### config.mk
export PLATFORM = sky130hd
export DESIGN_NAME = computie_ad_bus_controller
export DESIGN_NICKNAME = d
export VERILOG_FILES = /design/src/rtl/computie_bus_pkg.sv /design/src/rtl/computie_sync2.sv /design/src/rtl/computie_ad_bus_controller.sv
export SDC_FILE = /design/constraint.sdc
export NUM_CORES = 1
export LEC_CHECK = 0
export CAP_MARGIN = 10
export CORE_MARGIN = 8
export CORE_UTILIZATION = 51
export DETAILED_ROUTE_END_ITERATION = 6
export HOLD_SLACK_MARGIN = 0.1
export PLACE_DENSITY = 0.86
export SLEW_MARGIN = 15
export SYNTH_ARGS = -nofsm -noshare
export SYNTH_HDL_FRONTEND = slang
export SYNTH_SLANG_ARGS = --single-unit
### constraint.sdc
create_clock -name clk -period 2.7 [get_ports clk]
set_clock_uncertainty 0.1 [all_clocks]
set_input_delay 0.405 -clock clk [delete_from_list [all_inputs] [get_ports clk]]
set_output_delay 0.405 -clock clk [all_outputs]
set_load 0.05 [all_outputs]
### src/rtl/computie_bus_pkg.sv
`default_nettype none
// ============================================================================
// Module      : computie_bus_pkg
// Description : Shared types and default timing for the computie multiplexed
//               address/data bus controller.
// Revision    : 1.0 - initial release
// ============================================================================
package computie_bus_pkg;

    // Bus cycle phases, in the order a cycle walks through them.
    typedef enum logic [2:0] {
        IDLE    = 3'd0,
        ADDR    = 3'd1,
        AHOLD   = 3'd2,
        TURN    = 3'd3,
        DATA    = 3'd4,
        END     = 3'd5,
        RECOVER = 3'd6
    } bus_state_t;

    // Default timing: one cycle per phase, generous ack timeout.
    localparam int c_DEF_AD_WIDTH       = 8;
    localparam int c_DEF_SETUP_CYCLES   = 1;
    localparam int c_DEF_TURN_CYCLES    = 1;
    localparam int c_DEF_TIMEOUT        = 255;
    localparam int c_DEF_RECOVER_CYCLES = 1;

    // Largest of four timing values; sizes the shared phase counter.
    function automatic int max4(input int a, input int b, input int c, input int d);
        int m;
        m = a;
        if (b > m) m = b;
        if (c > m) m = c;
        if (d > m) m = d;
        return m;
    endfunction

endpackage
`default_nettype wire

### src/rtl/computie_sync2.sv
`default_nettype none
// ============================================================================
// Module      : computie_sync2
// Description : Generic two-flop synchronizer for a single asynchronous bit,
//               with a selectable reset value.
// Revision    : 1.0 - initial release
// ============================================================================
module computie_sync2 #(
    parameter logic RESET_VALUE = 1'b1
) (
    input  logic clk,
    input  logic reset_n,
    input  logic d,
    output logic q
);

    logic r_meta;
    logic r_sync;

    // Two back-to-back flops; the first may go metastable, the second settles it.
    always_ff @(posedge clk or negedge reset_n) begin
        if (!reset_n) begin
            r_meta <= RESET_VALUE;
            r_sync <= RESET_VALUE;
        end else begin
            r_meta <= d;
            r_sync <= r_meta;
        end
    end

    assign q = r_sync;

endmodule
`default_nettype wire

### src/rtl/computie_ad_bus_controller.sv
`default_nettype none
// ============================================================================
// Module      : computie_ad_bus_controller
// Description : Runs one multiplexed address/data bus cycle at a time:
//               address (ALE), hold, turnaround, strobe with ack timeout,
//               end and recovery. Owns the AD output enable that steers the
//               external SB_IO pin wrapper (ad_out/ad_oe/ad_in connect there).
// Revision    : 1.0 - initial release
// ============================================================================
module computie_ad_bus_controller
    import computie_bus_pkg::*;
#(
    parameter int AD_WIDTH       = c_DEF_AD_WIDTH,
    parameter int SETUP_CYCLES   = c_DEF_SETUP_CYCLES,
    parameter int TURN_CYCLES    = c_DEF_TURN_CYCLES,
    parameter int TIMEOUT        = c_DEF_TIMEOUT,
    parameter int RECOVER_CYCLES = c_DEF_RECOVER_CYCLES
) (
    input  logic                clk,
    input  logic                reset_n,
    // Request side
    input  logic                req_valid,
    output logic                req_ready,
    input  logic                req_write,
    input  logic [AD_WIDTH-1:0] req_addr,
    input  logic [AD_WIDTH-1:0] req_wdata,
    // Response side
    output logic                resp_valid,
    output logic                resp_error,
    output logic [AD_WIDTH-1:0] resp_rdata,
    // Bus pins
    output logic [AD_WIDTH-1:0] ad_out,
    input  logic [AD_WIDTH-1:0] ad_in,
    output logic                ad_oe,
    output logic                ale,
    output logic                rd_n,
    output logic                wr_n,
    input  logic                ack_n
);

    // One counter serves every timed phase; it is cleared on each phase change
    // and the phase exits on its terminal count, so it never wraps.
    localparam int c_CNT_MAX = max4(TIMEOUT, SETUP_CYCLES, TURN_CYCLES, RECOVER_CYCLES);
    localparam int c_CNT_W   = $clog2(c_CNT_MAX) + 1;

    localparam logic [c_CNT_W-1:0] c_SETUP_LAST   = c_CNT_W'(SETUP_CYCLES - 1);
    localparam logic [c_CNT_W-1:0] c_TURN_LAST    = c_CNT_W'(TURN_CYCLES - 1);
    localparam logic [c_CNT_W-1:0] c_TIMEOUT_LAST = c_CNT_W'(TIMEOUT - 1);
    localparam logic [c_CNT_W-1:0] c_RECOVER_LAST = c_CNT_W'(RECOVER_CYCLES - 1);
    localparam logic [c_CNT_W-1:0] c_CNT_ONE      = c_CNT_W'(1);

    bus_state_t          r_state;
    bus_state_t          w_state_nxt;
    logic [c_CNT_W-1:0]  r_cnt;
    logic [c_CNT_W-1:0]  w_cnt_nxt;

    // Captured request
    logic                r_write;
    logic [AD_WIDTH-1:0] r_addr;
    logic [AD_WIDTH-1:0] r_wdata;
    logic [AD_WIDTH-1:0] w_addr_nxt;

    // Registered pin/response outputs and their next values
    logic [AD_WIDTH-1:0] r_ad_out,       w_ad_out_nxt;
    logic                r_ad_oe,        w_ad_oe_nxt;
    logic                r_ale,          w_ale_nxt;
    logic                r_rd_n,         w_rd_n_nxt;
    logic                r_wr_n,         w_wr_n_nxt;
    logic                r_resp_valid,   w_resp_valid_nxt;
    logic                r_resp_error,   w_resp_error_nxt;
    logic [AD_WIDTH-1:0] r_resp_rdata,   w_resp_rdata_nxt;

    logic                w_ack_s;
    logic                w_accept;

    // Bring the device acknowledge into the clock domain; idles as "ack high".
    computie_sync2 #(
        .RESET_VALUE (1'b1)
    ) u_ack_sync (
        .clk     (clk),
        .reset_n (reset_n),
        .d       (ack_n),
        .q       (w_ack_s)
    );

    // A new cycle may only start from IDLE once any previous ack has gone away.
    assign req_ready = (r_state == IDLE) && w_ack_s;
    assign w_accept  = req_valid && req_ready;

    // Phase sequencing, response capture, and next-cycle pin values.
    always_comb begin
        w_state_nxt      = r_state;
        w_cnt_nxt        = r_cnt;
        w_resp_error_nxt = r_resp_error;
        w_resp_rdata_nxt = r_resp_rdata;

        case (r_state)
            IDLE: begin
                if (w_accept) begin
                    w_state_nxt = ADDR;
                    w_cnt_nxt   = '0;
                end
            end
            ADDR: begin
                if (r_cnt == c_SETUP_LAST) begin
                    w_state_nxt = AHOLD;
                    w_cnt_nxt   = '0;
                end else begin
                    w_cnt_nxt = r_cnt + c_CNT_ONE;
                end
            end
            AHOLD: begin
                w_state_nxt = r_write ? DATA : TURN;
                w_cnt_nxt   = '0;
            end
            TURN: begin
                if (r_cnt == c_TURN_LAST) begin
                    w_state_nxt = DATA;
                    w_cnt_nxt   = '0;
                end else begin
                    w_cnt_nxt = r_cnt + c_CNT_ONE;
                end
            end
            DATA: begin
                if (!w_ack_s) begin
                    w_state_nxt      = END;
                    w_cnt_nxt        = '0;
                    w_resp_error_nxt = 1'b0;
                    w_resp_rdata_nxt = r_write ? '0 : ad_in;
                end else if (r_cnt == c_TIMEOUT_LAST) begin
                    w_state_nxt      = END;
                    w_cnt_nxt        = '0;
                    w_resp_error_nxt = 1'b1;
                    w_resp_rdata_nxt = '0;
                end else begin
                    w_cnt_nxt = r_cnt + c_CNT_ONE;
                end
            end
            END: begin
                w_state_nxt      = RECOVER;
                w_cnt_nxt        = '0;
                w_resp_error_nxt = 1'b0;
            end
            RECOVER: begin
                if (r_cnt == c_RECOVER_LAST) begin
                    w_state_nxt = IDLE;
                    w_cnt_nxt   = '0;
                end else begin
                    w_cnt_nxt = r_cnt + c_CNT_ONE;
                end
            end
            default: begin
                w_state_nxt = IDLE;
                w_cnt_nxt   = '0;
            end
        endcase
    end

    // Address seen by ADDR on its first cycle is the one being captured now.
    assign w_addr_nxt = w_accept ? req_addr : r_addr;

    // Pin values are decoded from the next state so the flops line up with it.
    always_comb begin
        w_ad_oe_nxt      = 1'b0;
        w_ad_out_nxt     = '0;
        w_ale_nxt        = 1'b0;
        w_rd_n_nxt       = 1'b1;
        w_wr_n_nxt       = 1'b1;
        w_resp_valid_nxt = 1'b0;

        case (w_state_nxt)
            ADDR: begin
                w_ad_oe_nxt  = 1'b1;
                w_ad_out_nxt = w_addr_nxt;
                w_ale_nxt    = 1'b1;
            end
            AHOLD: begin
                w_ad_oe_nxt  = 1'b1;
                w_ad_out_nxt = r_addr;
            end
            DATA: begin
                if (r_write) begin
                    w_ad_oe_nxt  = 1'b1;
                    w_ad_out_nxt = r_wdata;
                    w_wr_n_nxt   = 1'b0;
                end else begin
                    w_rd_n_nxt   = 1'b0;
                end
            end
            END: begin
                w_resp_valid_nxt = 1'b1;
                if (r_write) begin
                    w_ad_oe_nxt  = 1'b1;
                    w_ad_out_nxt = r_wdata;
                end
            end
            default: begin
            end
        endcase
    end

    // State, counter, captured request and all registered outputs.
    always_ff @(posedge clk or negedge reset_n) begin
        if (!reset_n) begin
            r_state      <= IDLE;
            r_cnt        <= '0;
            r_write      <= 1'b0;
            r_addr       <= '0;
            r_wdata      <= '0;
            r_ad_out     <= '0;
            r_ad_oe      <= 1'b0;
            r_ale        <= 1'b0;
            r_rd_n       <= 1'b1;
            r_wr_n       <= 1'b1;
            r_resp_valid <= 1'b0;
            r_resp_error <= 1'b0;
            r_resp_rdata <= '0;
        end else begin
            r_state      <= w_state_nxt;
            r_cnt        <= w_cnt_nxt;
            if (w_accept) begin
                r_write <= req_write;
                r_addr  <= req_addr;
                r_wdata <= req_wdata;
            end
            r_ad_out     <= w_ad_out_nxt;
            r_ad_oe      <= w_ad_oe_nxt;
            r_ale        <= w_ale_nxt;
            r_rd_n       <= w_rd_n_nxt;
            r_wr_n       <= w_wr_n_nxt;
            r_resp_valid <= w_resp_valid_nxt;
            r_resp_error <= w_resp_error_nxt;
            r_resp_rdata <= w_resp_rdata_nxt;
        end
    end

    assign ad_out     = r_ad_out;
    assign ad_oe      = r_ad_oe;
    assign ale        = r_ale;
    assign rd_n       = r_rd_n;
    assign wr_n       = r_wr_n;
    assign resp_valid = r_resp_valid;
    assign resp_error = r_resp_error;
    assign resp_rdata = r_resp_rdata;

endmodule
`default_nettype wire
==> Word-level counts from Yosys, hierarchy flattened <==
Cells that the tools add are included.
{ "totals": {"register_bits": 53, "in_bits": 29, "out_inout_bits": 23, "wordCells": 69} }
{ "op_classes": {"addsub": 1, "n_eq_ne": 14, "mux": 29, "n_reduce_logical": 10} }
{ "ops": {"columns": ["operator", "count"], "rows": [
  ["2-to-1 mux 8 bit", 5],
  ["2-to-1 mux 9 bit", 4],
  ["case mux 9 bit (3 select lines)", 1],
  ["case mux 8 bit (3 select lines)", 1],
  ["2-to-1 mux 3 bit", 7],
  ["case mux 3 bit (7 select lines)", 1],
  ["== test 3 bit, second input constant", 5],
  ["adder 9 x 1 -> 9 bit, second input constant", 1],
  ["== test 3 x 2 -> 1 bit, second input constant", 3],
  ["== test 9 x 8 -> 1 bit, second input constant", 1],
  ["zero test 9 bit", 1],
  ["2-to-1 mux 1 bit", 8],
  ["== test 3 x 1 -> 1 bit, second input constant", 2],
  ["!= test 2 bit, second input constant", 2],
  ["case mux 1 bit (2 select lines)", 2],
  ["AND reduction 2 bit", 2],
  ["OR reduction 2 bit", 2],
  ["zero test 3 bit", 1],
  ["!= test 3 bit, second input constant", 1],
  ["OR reduction 3 bit", 1],
  ["logical AND 1 bit", 2],
  ["nonzero test 2 bit", 1]
]} }

==> Longest topological paths before layout <==
Gate-level depths: netlist of run 1.
{ "logic_depth": {"ltp_word": 8, "ltp_mapped": 8, "ltp_nobuf": 6} }

==> Modules after synthesis <==
A second synthesis of run 1 with hierarchy kept.
{ "unflattened": {"cells_unflattened": 238, "hier_area_um2": 2451.1} }
{ "by_module_without_submodules": {"columns": ["mod", "n_inst", "cells_each", "area_each_um2", "seq_area_each_um2"], "rows": [
  ["computie_ad_bus_controller", 1, 236, 2398.6, 1278.7],
  ["computie_sync2", 1, 2, 52.6, 52.6]
]} }

==> Least setup slack after synthesis of run 1 <==
OpenSTA, ideal clock, no wires.
{ "synth_path": {"kind": "register -> output", "startpoint": "register u_ack_sync.r_sync, in the netlist u_ack_sync.q", "endpoint": "output port req_ready", "arrival_ps": 1580, "required_time_ps": 2195, "path_slack_ps": 615, "stages_incl_launch_ff": 3, "n_path_buf": 0, "cell_sequence": "dfstp_2 or3b_1 nor2_1"} }
{ "synth_via": {"elab_chain_len": 1} }
{ "synth_lines": {"columns": ["element", "line_no", "text"], "rows": [
  ["start, declared", "computie_sync2.sv:18", "logic r_sync;"],
  ["start signal, assigned", "computie_sync2.sv:27", "r_sync <= r_meta;"],
  ["logical AND 1 bit", "computie_ad_bus_controller.sv:87", "assign req_ready = (r_state == IDLE) && w_ack_s;"],
  ["end, declared", "computie_ad_bus_controller.sv:23", "output logic req_ready,"]
]} }
No other way between the ends.

==> Worst setup path in the final report of run 1 <==
{ "layout_path": {"startpoint": "register r_state[1]", "endpoint": "output port req_ready"} }
{ "layout_via": {"elab_chain_len": 2} }
{ "layout_lines": {"columns": ["element", "line_no", "text"], "rows": [
  ["start, declared", "computie_ad_bus_controller.sv:52", "bus_state_t r_state;"],
  ["start signal, assigned", "computie_ad_bus_controller.sv:219", "r_state <= w_state_nxt;"],
  ["zero test 3 bit", "computie_ad_bus_controller.sv:87", null],
  ["logical AND 1 bit", "computie_ad_bus_controller.sv:87", null]
]} }
No other way between the ends.

==> out/metrics.csv, run 1 <==
metric,value,unit
crit_path_start,r_state[1],
worst_slew_pin_slew,0.6082,ns
powerDensity,433.7,mW/mm^2
fin_crit,2.157,ns
start_util,53.42,%
drt-initial-drc-count,110,
drc,0,
place_area,0.003115,mm^2
synthFlopType,dfrtp_1,
yosysUniqueCellTypes,49,
hold_depth,0,
grt_first_pass_wirelength,8.680,mm
arrival,1.65,ns
io_pins,52,
tns,0,ns
die_w,86.57,um
die_h,86.57,um
die-area,0.007494,mm^2
fin_nets,316,
firstDrtPassIters,4,
r2r-end,ad_out[5],
fin_crit_sh,79.88,%
cp_max_fo,17,
overflow,0,
numPortBuffers,51,
rrSetupSlack,0.55,ns
clk_path_buf_depth,2,
status,"complete, no violations",
synth_top_area_share,48.28,%
areaGrowthSynthToFinish,26.45,%
netlist_top_cells_count,"dfrtp_1, inv_1, nand2_1",
syn_nets,263,
grt_usage,14.57,%
grt_pass1_vias,1898,
wl_per_cell,15.34,um
coreArea,0.004755,mm^2
crit_end,req_ready,
root_buffer,clkbuf_8,
cts_sinks,53,
rsz0062_at_grt,no,
ys_seq_area_share,52.41,%
yosysMostFrequentCell,dfrtp_1,
rr_startpoint,r_state[1],
slew_viol_final,0,
vdd_drop_max,0.0003208,V
synth_area_leaders,"dfrtp_1, mux2i_1, mux2_2, dfstp_2, inv_1",
path_clk_slew,0.09,ns
route.vias.total,1860,
n_antenna_cell,0,
cts_buffers,5,
dp_hpwl,3.890,mm
p_total,0.001393,W
cts_tree,done,
stdcell_area,0.003212,mm^2
clk_latency,0.30,ns
worstRegToRegCells,5,
hp-class,flip-flop to flip-flop,
rows,25,
antenna_found_initial,0,
hold_viol_final,0,
setup_viol,0,
yosysWarnings,0,
crit_type,flip-flop to output pin,
place_congestion,0.8686,
async_flop_share,100.0,%
drv_cap,0,
routed_wl,5.401,mm
max_freq,463.7,MHz
slew_headroom,59.35,%
synth.largest_area_cell,dfrtp_1,
syn_area,0.002540,mm^2
synth.avg_cell_area,11.00,um^2
postRouteAntennaNets,0,
vias_per_cell,5.284,
synth-seq-cells,53,
finish.utilization,67.55,%
drive_gt1_share,14.39,%
synth_edf_count,0,
htreeDepth,2,
required,2.19,ns
endpoint_kind,output pin,
syn_inst,231,
leakage,1.485,nW
grt_max_degree,28,
worst_setup_path_start_kind,flip-flop,
## power by group
| part | leakage (nW) | switching [W] | total [W] | internal [W] |
|---|---|---|---|---|
| clock | 0.0456 | 0.000253 | 0.000438 | 0.000185 |
| sequential | 0.669 | 0.0000131 | 0.000828 | 0.000815 |
| combinational | 0.771 | 0.0000620 | 0.000126 | 0.0000643 |
## worst min path at each step
stage / end / startpoint
finish: u_ack_sync.q / u_ack_sync.r_meta
global placement: u_ack_sync.q / u_ack_sync.r_meta
CTS: u_ack_sync.q / u_ack_sync.r_meta
global route: u_ack_sync.q / u_ack_sync.r_meta
detailed placement: u_ack_sync.q / u_ack_sync.r_meta
floorplan: ad_oe / reset_n
## placed cells by master, fill, tap and decap left out, drive strengths merged, types with 2 or more instances in the layout
cell / Yosys / routed
a2111oi: 2 / 2
a21oi: 3 / 3
a22o: 3 / 3
buf: 7 / 10
clkbuf: 7 / 6
clkdlybuf4s50: 0 / 49
dfrtp: 49 / 49
dfstp: 4 / 4
ha: 3 / 3
inv: 28 / 29
mux2: 11 / 11
mux2i: 16 / 16
nand2: 22 / 22
nand2b: 3 / 3
nand3: 4 / 4
nand3b: 2 / 2
nand4: 3 / 3
nand4b: 2 / 2
nor2: 15 / 15
nor2b: 4 / 4
nor3: 3 / 3
nor3b: 2 / 2
nor4: 2 / 2
o21ai: 4 / 4
o221ai: 8 / 8
or2: 2 / 2
xnor2: 6 / 6
xor2: 2 / 2
## sequential cells by signal (all words and copies together) (netlist names)
register and count:
r_cnt 9, ad_oe 1, resp_valid 1, rd_n 1, resp_rdata 8, ad_out 8
wr_n 1, resp_error 1, u_ack_sync.q 1, r_addr 8, r_wdata 8, r_write 1
u_ack_sync.r_meta 1, ale 1, r_state 3
## area by class of cell
cell class,count,area [um^2]
fill,384,1543
multi-input combinational,136,1032
clock buffer,6,72.57
inverter,28,105.1
clock inverter,2,13.76
timing repair buffer,60,573.1
sequential,53,1331
tap,67,83.83
## cells by family (layout without fill, tap and decap cells)
kind of cell	after synthesis	count (layout)	share of synthesized area [%]
compound gates	30	30	10.79
flops	53	53	52.41
fa+ha+maj	3	3	1.478
buf+inv	42	96	6.946
simple gates	68	68	13.94
xor+xnor	8	8	2.759
mux	27	27	11.67
## what timing repair did
item | 4_1_cts | 5_1_grt
buffers inserted | 0 | 0
resized for setup | 0 | 0
endpoints found under the hold margin | 23 | 0
hold buffers | 1 | 0
## worst max-delay path, cell delays in order (launching register included)
cell	delay, ns
dfrtp_1	0.57
or3b_1	0.46
nor2_1	0.11
buf_4	0.21
## routing by layer
layer | vias up | GRT usage, % | wire [um] | part of all wire [%]
met5 | - | 0 | 0 | 0
met4 | 0 | 5.321 | 68 | 1.3
met3 | 6 | 3.875 | 278 | 5.1
met2 | 59 | 24.51 | 2599 | 48
met1 | 906 | 17.38 | 2454 | 45
li1 | 889 | - | - | -
## metrics by stage
stage / std cells / setup WS, ns / hold WS [ns]
after global placement: 343 / 0.4076 / 0.2466
after floorplan: 231 / 0.6147 / 0.009409
after global routing: 352 / 0.4281 / 0.2649
final: 352 / 0.5433 / 0.2590
after detailed placement: 343 / 0.3558 / 0.2468
after CTS: 352 / 0.5465 / 0.2594
(Power assumes the default switching activity.)
==> inputs of run 2 (changes only) <==
--- a/config.mk
+++ b/config.mk
@@ -7,10 +7,10 @@
 export LEC_CHECK = 0
 export CAP_MARGIN = 10
 export CORE_MARGIN = 8
-export CORE_UTILIZATION = 51
+export CORE_UTILIZATION = 46
 export DETAILED_ROUTE_END_ITERATION = 6
 export HOLD_SLACK_MARGIN = 0.1
-export PLACE_DENSITY = 0.86
+export PLACE_DENSITY = 0.83
 export SLEW_MARGIN = 15
 export SYNTH_ARGS = -nofsm -noshare
 export SYNTH_HDL_FRONTEND = slang
==> constraint.sdc (replaced) <==
create_clock -name clk -period 1.9 [get_ports clk]
set_clock_uncertainty 0.1 [all_clocks]
set_input_delay 0.285 -clock clk [delete_from_list [all_inputs] [get_ports clk]]
set_output_delay 0.285 -clock clk [all_outputs]
set_load 0.05 [all_outputs]
==> run 2 against run 1 <==
Effect of this change:
- the flow now finishes with violations (negative setup slack)
- sequential share of layout area shrank 5.3 points
- utilization is 0.53 points higher
- flip-flop and latch count unchanged
- critical path depth increased by 1
- largest cell class unchanged
- largest power group unchanged
==> out/metrics.csv, run 2 (synthesized netlist as in run 1, its figures left out) <==
metric,value,unit,change
vdd_drop_max,0.0004806,V,was 0.0003208 V
regMostFlops,r_cnt,,unchanged
whs,0.2616,ns,was 0.2590 ns
rr_startpoint,u_ack_sync.q,,was r_state[1]
drv_cap,0,,unchanged
fin_crit,2.017,ns,
hold_start,u_ack_sync.r_meta,,unchanged
worstRegToRegCells,5,,unchanged
routed_wl,6.072,mm,was 5.401 mm
start_util,46.99,%,was 53.42%
power_frac_seq,58.1,%,was 59.5%
fin_cells,386,,was 352
powerDensity,550.3,mW/mm^2,was 433.7 mW/mm^2
power.share.switching,24.44,%,was 23.57%
areaGrowthSynthToFinish,44.88,%,was 26.45%
n_antenna_cell,0,,unchanged
worstPathCellList,"or3b_4, buf_6, nor2_4, buf_12",,"was or3b_1, nor2_1, buf_4"
rows,27,,was 25
firstDrtPassIters,4,,unchanged
rrSetupSlack,-0.09,ns,was 0.55 ns
hold_depth,0,,unchanged
cts_sinks,53,,unchanged
final_cell_mix,"dfrtp_1, clkdlybuf4s50_1, buf_4, inv_1, nand2_1",,"was dfrtp_1, clkdlybuf4s50_1, inv_1, nand2_1"
htreeDepth,2,,unchanged
root_buffer,clkbuf_8,,unchanged
route.vias.total,1956,,"was 1,860"
coreArea,0.005405,mm^2,was 0.004755 mm^2
postRouteAntennaNets,0,,unchanged
setup_ws,-0.1167,ns,was 0.5433 ns
hp-class,flip-flop to flip-flop,,unchanged
r2r-end,ad_out[6],,was ad_out[5]
violations,negative setup slack,,
place_congestion,0.8299,,was 0.8686
p_int,0.001530,W,was 0.001065 W
endpoint_kind,output pin,,unchanged
cts_buffers,5,,unchanged
largest_reg_flops,9,,unchanged
seq_area,0.001331,mm^2,unchanged
grt_max_degree,23,,was 28
arrival,1.63,ns,was 1.65 ns
dp_hpwl,4.319,mm,was 3.890 mm
clkPwrFrac,31.5,%,about the same
status,"complete, but fails checks",,"was complete, no violations"
rsz0062_at_grt,yes,,was no
crit_type,flip-flop to output pin,,unchanged
grt_pass1_vias,2131,,"was 1,898"
clk_latency,0.31,ns,was 0.30 ns
vias_per_cell,5.067,,was 5.284
clk_path_buf_depth,2,,unchanged
hold_viol_final,0,,unchanged
setup_viol,16,,was 0
slew_viol_final,0,,unchanged
leakage,1.749,nW,was 1.485 nW
worst_setup_path_start_kind,flip-flop,,unchanged
p_switching,0.0004949,W,was 0.0003284 W
cp_slowest_cell,dfstp_2,,was dfrtp_1
numPortBuffers,51,,unchanged
slew_headroom,64.94,%,was 59.35%
grt_usage,14.65,%,was 14.57%
wl_per_cell,15.73,um,was 15.34 um
final_common_cell,dfrtp_1,,
antenna_found_initial,0,,unchanged
hold-path-endpoint,u_ack_sync.q,,unchanged
cp_slowest_stage_delay,0.55,ns,was 0.57 ns
path_clk_slew,0.09,ns,about the same
dp_cells,371,,was 343
grt_first_pass_wirelength,9.942,mm,was 8.680 mm
die_w,90.31,um,was 86.57 um
drive_gt1_share,31.21,%,was 14.39%
multiInputGateArea,0.001206,mm^2,was 0.001032 mm^2
die_h,90.31,um,was 86.57 um
io_pins,52,,unchanged
fin_nets,345,,was 316
p_comb_share,10.4,%,was 9.1%
cp_max_fo,2,,was 17
worst_slew_pin_slew,0.5251,ns,was 0.6082 ns
overflow,0,,unchanged
max_freq,495.9,MHz,
drt-initial-drc-count,65,,was 110
n_fill_cell,396,,was 384
cts_tree,done,,unchanged
die-area,0.008155,mm^2,was 0.007494 mm^2
required,1.51,ns,was 2.19 ns
fin_crit_sh,106.1,%,
drc,0,,unchanged
## run 2: changes by cell type in the layout (fill, tap and decap cells not counted), moves of 6 or more
cell	before	now
buf_4	9	33
buf_6	0	6
clkdlybuf4s50_1	49	39
dlymetal6s2s_1	0	6
mux2i_1	15	8
mux2i_4	1	7
o221ai_1	7	1
o221ai_2	1	7
## run 2: through the flow
stage | setup WS (ns) | total power, W | setup TNS, ns | instance area [um^2] | utilization (%)
2_1_floorplan | -0.06527 | 0.001265 | -0.1449 | 2552 | -
3_3_place_gp | -0.03586 | 0.001380 | -0.2399 | 3318 | 61.39
3_5_place_dp | -0.1187 | 0.001384 | -0.7806 | 3318 | 61.39
4_1_cts | -0.1096 | 0.002019 | -0.4698 | 3455 | 63.91
5_1_grt | -0.1629 | 0.002098 | -2.066 | 3680 | 68.08
6_report | -0.1167 | 0.002025 | -0.6294 | 3680 | 68.08
## run 2: power by group through the flow
stage                     Combinational (W)  Sequential [W]  Clock (W)
after CTS                          0.000197         0.00117   0.000649
after detailed placement           0.000191         0.00119          0
after global routing               0.000227         0.00118   0.000691
final                              0.000211         0.00118   0.000638
after global placement             0.000187         0.00119          0
after floorplan                   0.0000416         0.00122          0
## run 2: worst max-delay path, delay by kind of cell (launching register included)
kind	cells	cell delay (ns)
flops	1	0.55
simple gates	2	0.50
buf+inv	2	0.27
## run 2: final cells by class
| type | instances | area share, % |
|---|---|---|
| sequential | 53 | 36.18 |
| multi-input combinational | 136 | 32.78 |
| timing repair buffer | 89 | 23.39 |
| inverter | 28 | 2.856 |
| tap | 72 | 2.448 |
| clock buffer | 6 | 1.972 |
| clock inverter | 2 | 0.3740 |
## run 2: how the worst max path moves through the flow
stage	from	end	cells past startpoint	slack [ns]
6_report	u_ack_sync.q	req_ready	4	-0.12
5_1_grt	u_ack_sync.q	req_ready	4	-0.16
4_1_cts	u_ack_sync.q	req_ready	4	-0.11
3_5_place_dp	req_valid	ad_out[6]	6	-0.12
3_3_place_gp	req_valid	ad_out[5]	6	-0.04
2_1_floorplan	u_ack_sync.q	req_ready	2	-0.07
## run 2: timing repair
action / 4_1_cts / 5_1_grt
gates cloned: 0 / 1
gates resized for setup: 9 / 38
setup endpoints to repair: 18 / 37
pin swaps: 1 / 9
hold buffers: 1 / 0
hold endpoints to repair: 18 / 0
buffers inserted: 2 / 3
## run 2: per-layer routing
layer	up-vias	part of all wire, %	routed length [um]	global-route usage [%]
li1	944	-	-	-
met5	-	0	0	0
met2	42	50	3051	24.91
met4	0	2.0	121	5.132
met1	960	43	2630	17.25
met3	10	4.4	269	4.156
==> inputs of run 3 (changes only) <==
--- a/config.mk
+++ b/config.mk
@@ -5,12 +5,14 @@
 export SDC_FILE = /design/constraint.sdc
 export NUM_CORES = 1
 export LEC_CHECK = 0
+export ABC_AREA = 1
 export CAP_MARGIN = 10
 export CORE_MARGIN = 8
 export CORE_UTILIZATION = 46
 export DETAILED_ROUTE_END_ITERATION = 6
 export HOLD_SLACK_MARGIN = 0.1
-export PLACE_DENSITY = 0.83
+export PLACE_DENSITY = 0.82
+export REMOVE_ABC_BUFFERS = 1
 export SLEW_MARGIN = 15
 export SYNTH_ARGS = -nofsm -noshare
 export SYNTH_HDL_FRONTEND = slang
==> run 3 against run 2 <==
Effect of this change:
- final cell count grew 19%
- worst setup slack gained 0.15 ns
- maximum frequency is 8.3% higher
- wire length increased by 2.5%
- largest power group unchanged
- the flow now finishes without violations
- critical path depth down 3
- die area grew 2.8%
==> out/metrics.csv, run 3 <==
metric,value,unit,change
status,"complete, no violations",,"was complete, but fails checks"
dp_hpwl,4.433,mm,was 4.319 mm
setup_ws,0.03807,ns,was -0.1167 ns
setup_viol,0,,was 16
final_common_cell,nand2_1,,was dfrtp_1
synth.avg_cell_area,8.259,um^2,was 11.00 um^2
use_met1,18.74,%,was 17.25%
met3_usage,4.280,%,was 4.156%
cp_slowest_cell,clkdlybuf4s50_1,,was dfstp_2
place_area,0.003272,mm^2,was 0.003318 mm^2
drive_gt1_share,19.33,%,was 31.21%
powerDensity,548.1,mW/mm^2,was 550.3 mW/mm^2
areaGrowthSynthToFinish,32.11,%,was 44.88%
die_h,91.56,um,was 90.31 um
wl_per_cell,13.53,um,was 15.73 um
drv_cap,0,,unchanged
grt_max_degree,23,,unchanged
htreeDepth,2,,unchanged
routed_wl,6.222,mm,was 6.072 mm
slew_viol_final,0,,unchanged
cp_max_fo,1,,was 2
async_flop_share,100.0,%,unchanged
largest_reg_flops,9,,unchanged
die_w,91.56,um,was 90.31 um
synthSimpleGateAreaFrac,34.64,%,was 13.94%
arrival,1.48,ns,was 1.63 ns
io_pins,52,,unchanged
root_buffer,clkbuf_8,,unchanged
place_congestion,0.8253,,was 0.8299
vias_per_cell,4.970,,was 5.067
worstRegToRegCells,11,,was 5
synth.largest_area_cell,dfrtp_1,,unchanged
hold_depth,0,,unchanged
antenna_found_initial,0,,unchanged
synth_fa_ha_area_share,1.429,%,was 1.478%
max_freq,537.1,MHz,was 495.9 MHz
numPortBuffers,51,,unchanged
fin_nets,419,,was 345
grt_pass1_vias,2365,,"was 2,131"
yosysMostFrequentCell,nand2_1,,was dfrtp_1
regMostFlops,r_cnt,,unchanged
tns,0,ns,was -0.6294 ns
synth_area_leaders,"dfrtp_1, nand2_1, inv_1, nand4_1, dfstp_2",,"was dfrtp_1, mux2i_1, mux2_2, dfstp_2, inv_1"
synth-xor-area-share,0,%,was 2.759%
synthFlopType,dfrtp_1,,unchanged
route.vias.total,2286,,"was 1,956"
firstDrtPassIters,4,,unchanged
start_util,47.69,%,was 46.99%
syn_inst,318,,was 231
vdd_drop_max,0.0003034,V,was 0.0004806 V
place_ws,-0.009541,ns,was -0.1187 ns
synth_compound_gate_area_share,4.669,%,was 10.79%
clk_path_buf_depth,2,,unchanged
cts_tree,done,,unchanged
synth_top_family_by_area,simple AND/OR/NAND/NOR gates,,unchanged
cts_sinks,53,,unchanged
yosysUniqueCellTypes,29,,was 49
netlist_top_cells_count,"nand2_1, dfrtp_1, inv_1",,"was dfrtp_1, inv_1, nand2_1"
worst_setup_path_start_kind,flip-flop,,unchanged
fin_cells,460,,was 386
endpoint_kind,output pin,,unchanged
synth_mux_area_share,0,%,was 11.67%
top_usage_layer,met2,,unchanged
rows,27,,unchanged
cp_slowest_stage_delay,0.80,ns,was 0.55 ns
stdcell_area,0.003470,mm^2,was 0.003680 mm^2
worst_slew_pin_slew,0.5129,ns,was 0.5251 ns
critPathTopFamily,buffers and inverters,,was flip-flops
crit_cells,1,,was 4
gr-usage-met2,24.37,%,was 24.91%
path_clk_slew,0.10,ns,was 0.09 ns
postRouteAntennaNets,0,,unchanged
fin_crit,1.862,ns,was 2.017 ns
drt-initial-drc-count,96,,was 65
synth_edf_count,0,,unchanged
n_antenna_cell,0,,unchanged
grt_usage,15.20,%,was 14.65%
synth-seq-cells,53,,unchanged
hp-class,flip-flop to flip-flop,,unchanged
clk_latency,0.32,ns,was 0.31 ns
drc,0,,unchanged
grt_first_pass_wirelength,10.63,mm,was 9.942 mm
whs,0.2618,ns,was 0.2616 ns
dp_cells,447,,was 371
fin_crit_sh,98.00,%,was 106.1%
hold_viol_final,0,,unchanged
final_cell_mix,"nand2_1, dfrtp_1, clkdlybuf4s50_1, inv_1, buf_4",,"was dfrtp_1, clkdlybuf4s50_1, buf_4, inv_1, nand2_1"
leakage,1.780,nW,was 1.749 nW
cts_buffers,5,,unchanged
path_buf_inv,1,,was 2
ys_seq_area_share,50.69,%,was 52.41%
n_fill_cell,453,,was 396
yosysWarnings,0,,unchanged
worstPathCellList,clkdlybuf4s50_1,,"was or3b_4, buf_6, nor2_4, buf_12"
coreArea,0.005507,mm^2,was 0.005405 mm^2
syn_area,0.002626,mm^2,was 0.002540 mm^2
synth_top_area_share,46.69,%,was 48.28%
slew_headroom,65.70,%,was 64.94%
die-area,0.008383,mm^2,was 0.008155 mm^2
overflow,0,,unchanged
required,1.51,ns,about the same
crit_type,flip-flop to output pin,,unchanged
[run 3: final cells by class]
class	instances	area, um^2	area share (%)
clock buffer	5	68.82	1.983
clock inverter	3	26.28	0.7573
inverter	44	175.2	5.049
multi-input combinational	215	1117	32.20
sequential	53	1331	38.37
tap	72	90.09	2.596
timing repair buffer	68	660.6	19.04
[run 3: through the flow]
stage,util (%),power (W)
3_5_place_dp,59.42,0.001247
4_1_cts,61.96,0.001918
5_1_grt,63.01,0.001965
6_report,63.01,0.001902
2_1_floorplan,-,0.001157
3_3_place_gp,59.42,0.001246
[run 3: path summary, 6_finish.rpt]
kind | end | slack (ns) | start
setup / recovery | ad_out[3] | 0.04 | ad_out[3]
hold / removal | u_ack_sync.q | 0.26 | u_ack_sync.r_meta
setup reg to reg | ad_oe | 0.08 | r_cnt[1]
hold reg to reg | u_ack_sync.q | 0.26 | u_ack_sync.r_meta
max in group asynchronous | u_ack_sync.r_meta | 0.77 | reset_n
min in group asynchronous | ad_out[5] | 0.36 | reset_n
[run 3: cells by family (layout without fill, tap and decap cells)]
logic type	count (synthesis)	after routing
compound gates	22	22
flops	53	53
buf+inv	51	120
simple gates	189	190
fa+ha+maj	3	3
[run 3: repair_timing]
action / in CTS / in global routing
gates cloned: 0 / 1
setup buffers: 1 / 2
endpoints found under the setup margin: 16 / 23
pin swaps: 1 / 4
gates resized for setup: 3 / 11
endpoints found under the hold margin: 17 / 0
hold buffers: 1 / 0
[run 3: per-layer routing]
layer | share of wire, % | routed length [um]
met4 | 1.8 | 109
met3 | 5.0 | 309
met5 | 0 | 0
met1 | 44 | 2731
met2 | 49 | 3072
[run 3: where the power goes]
part,leakage [nW],internal [W],switching (W),total [W]
Clock,0.0423,0.000269,0.000409,0.000678
Sequential,0.649,0.00113,0.00000244,0.00113
Combinational,1.09,0.0000574,0.0000327,0.0000901
Total,1.78,0.00146,0.000444,0.00190
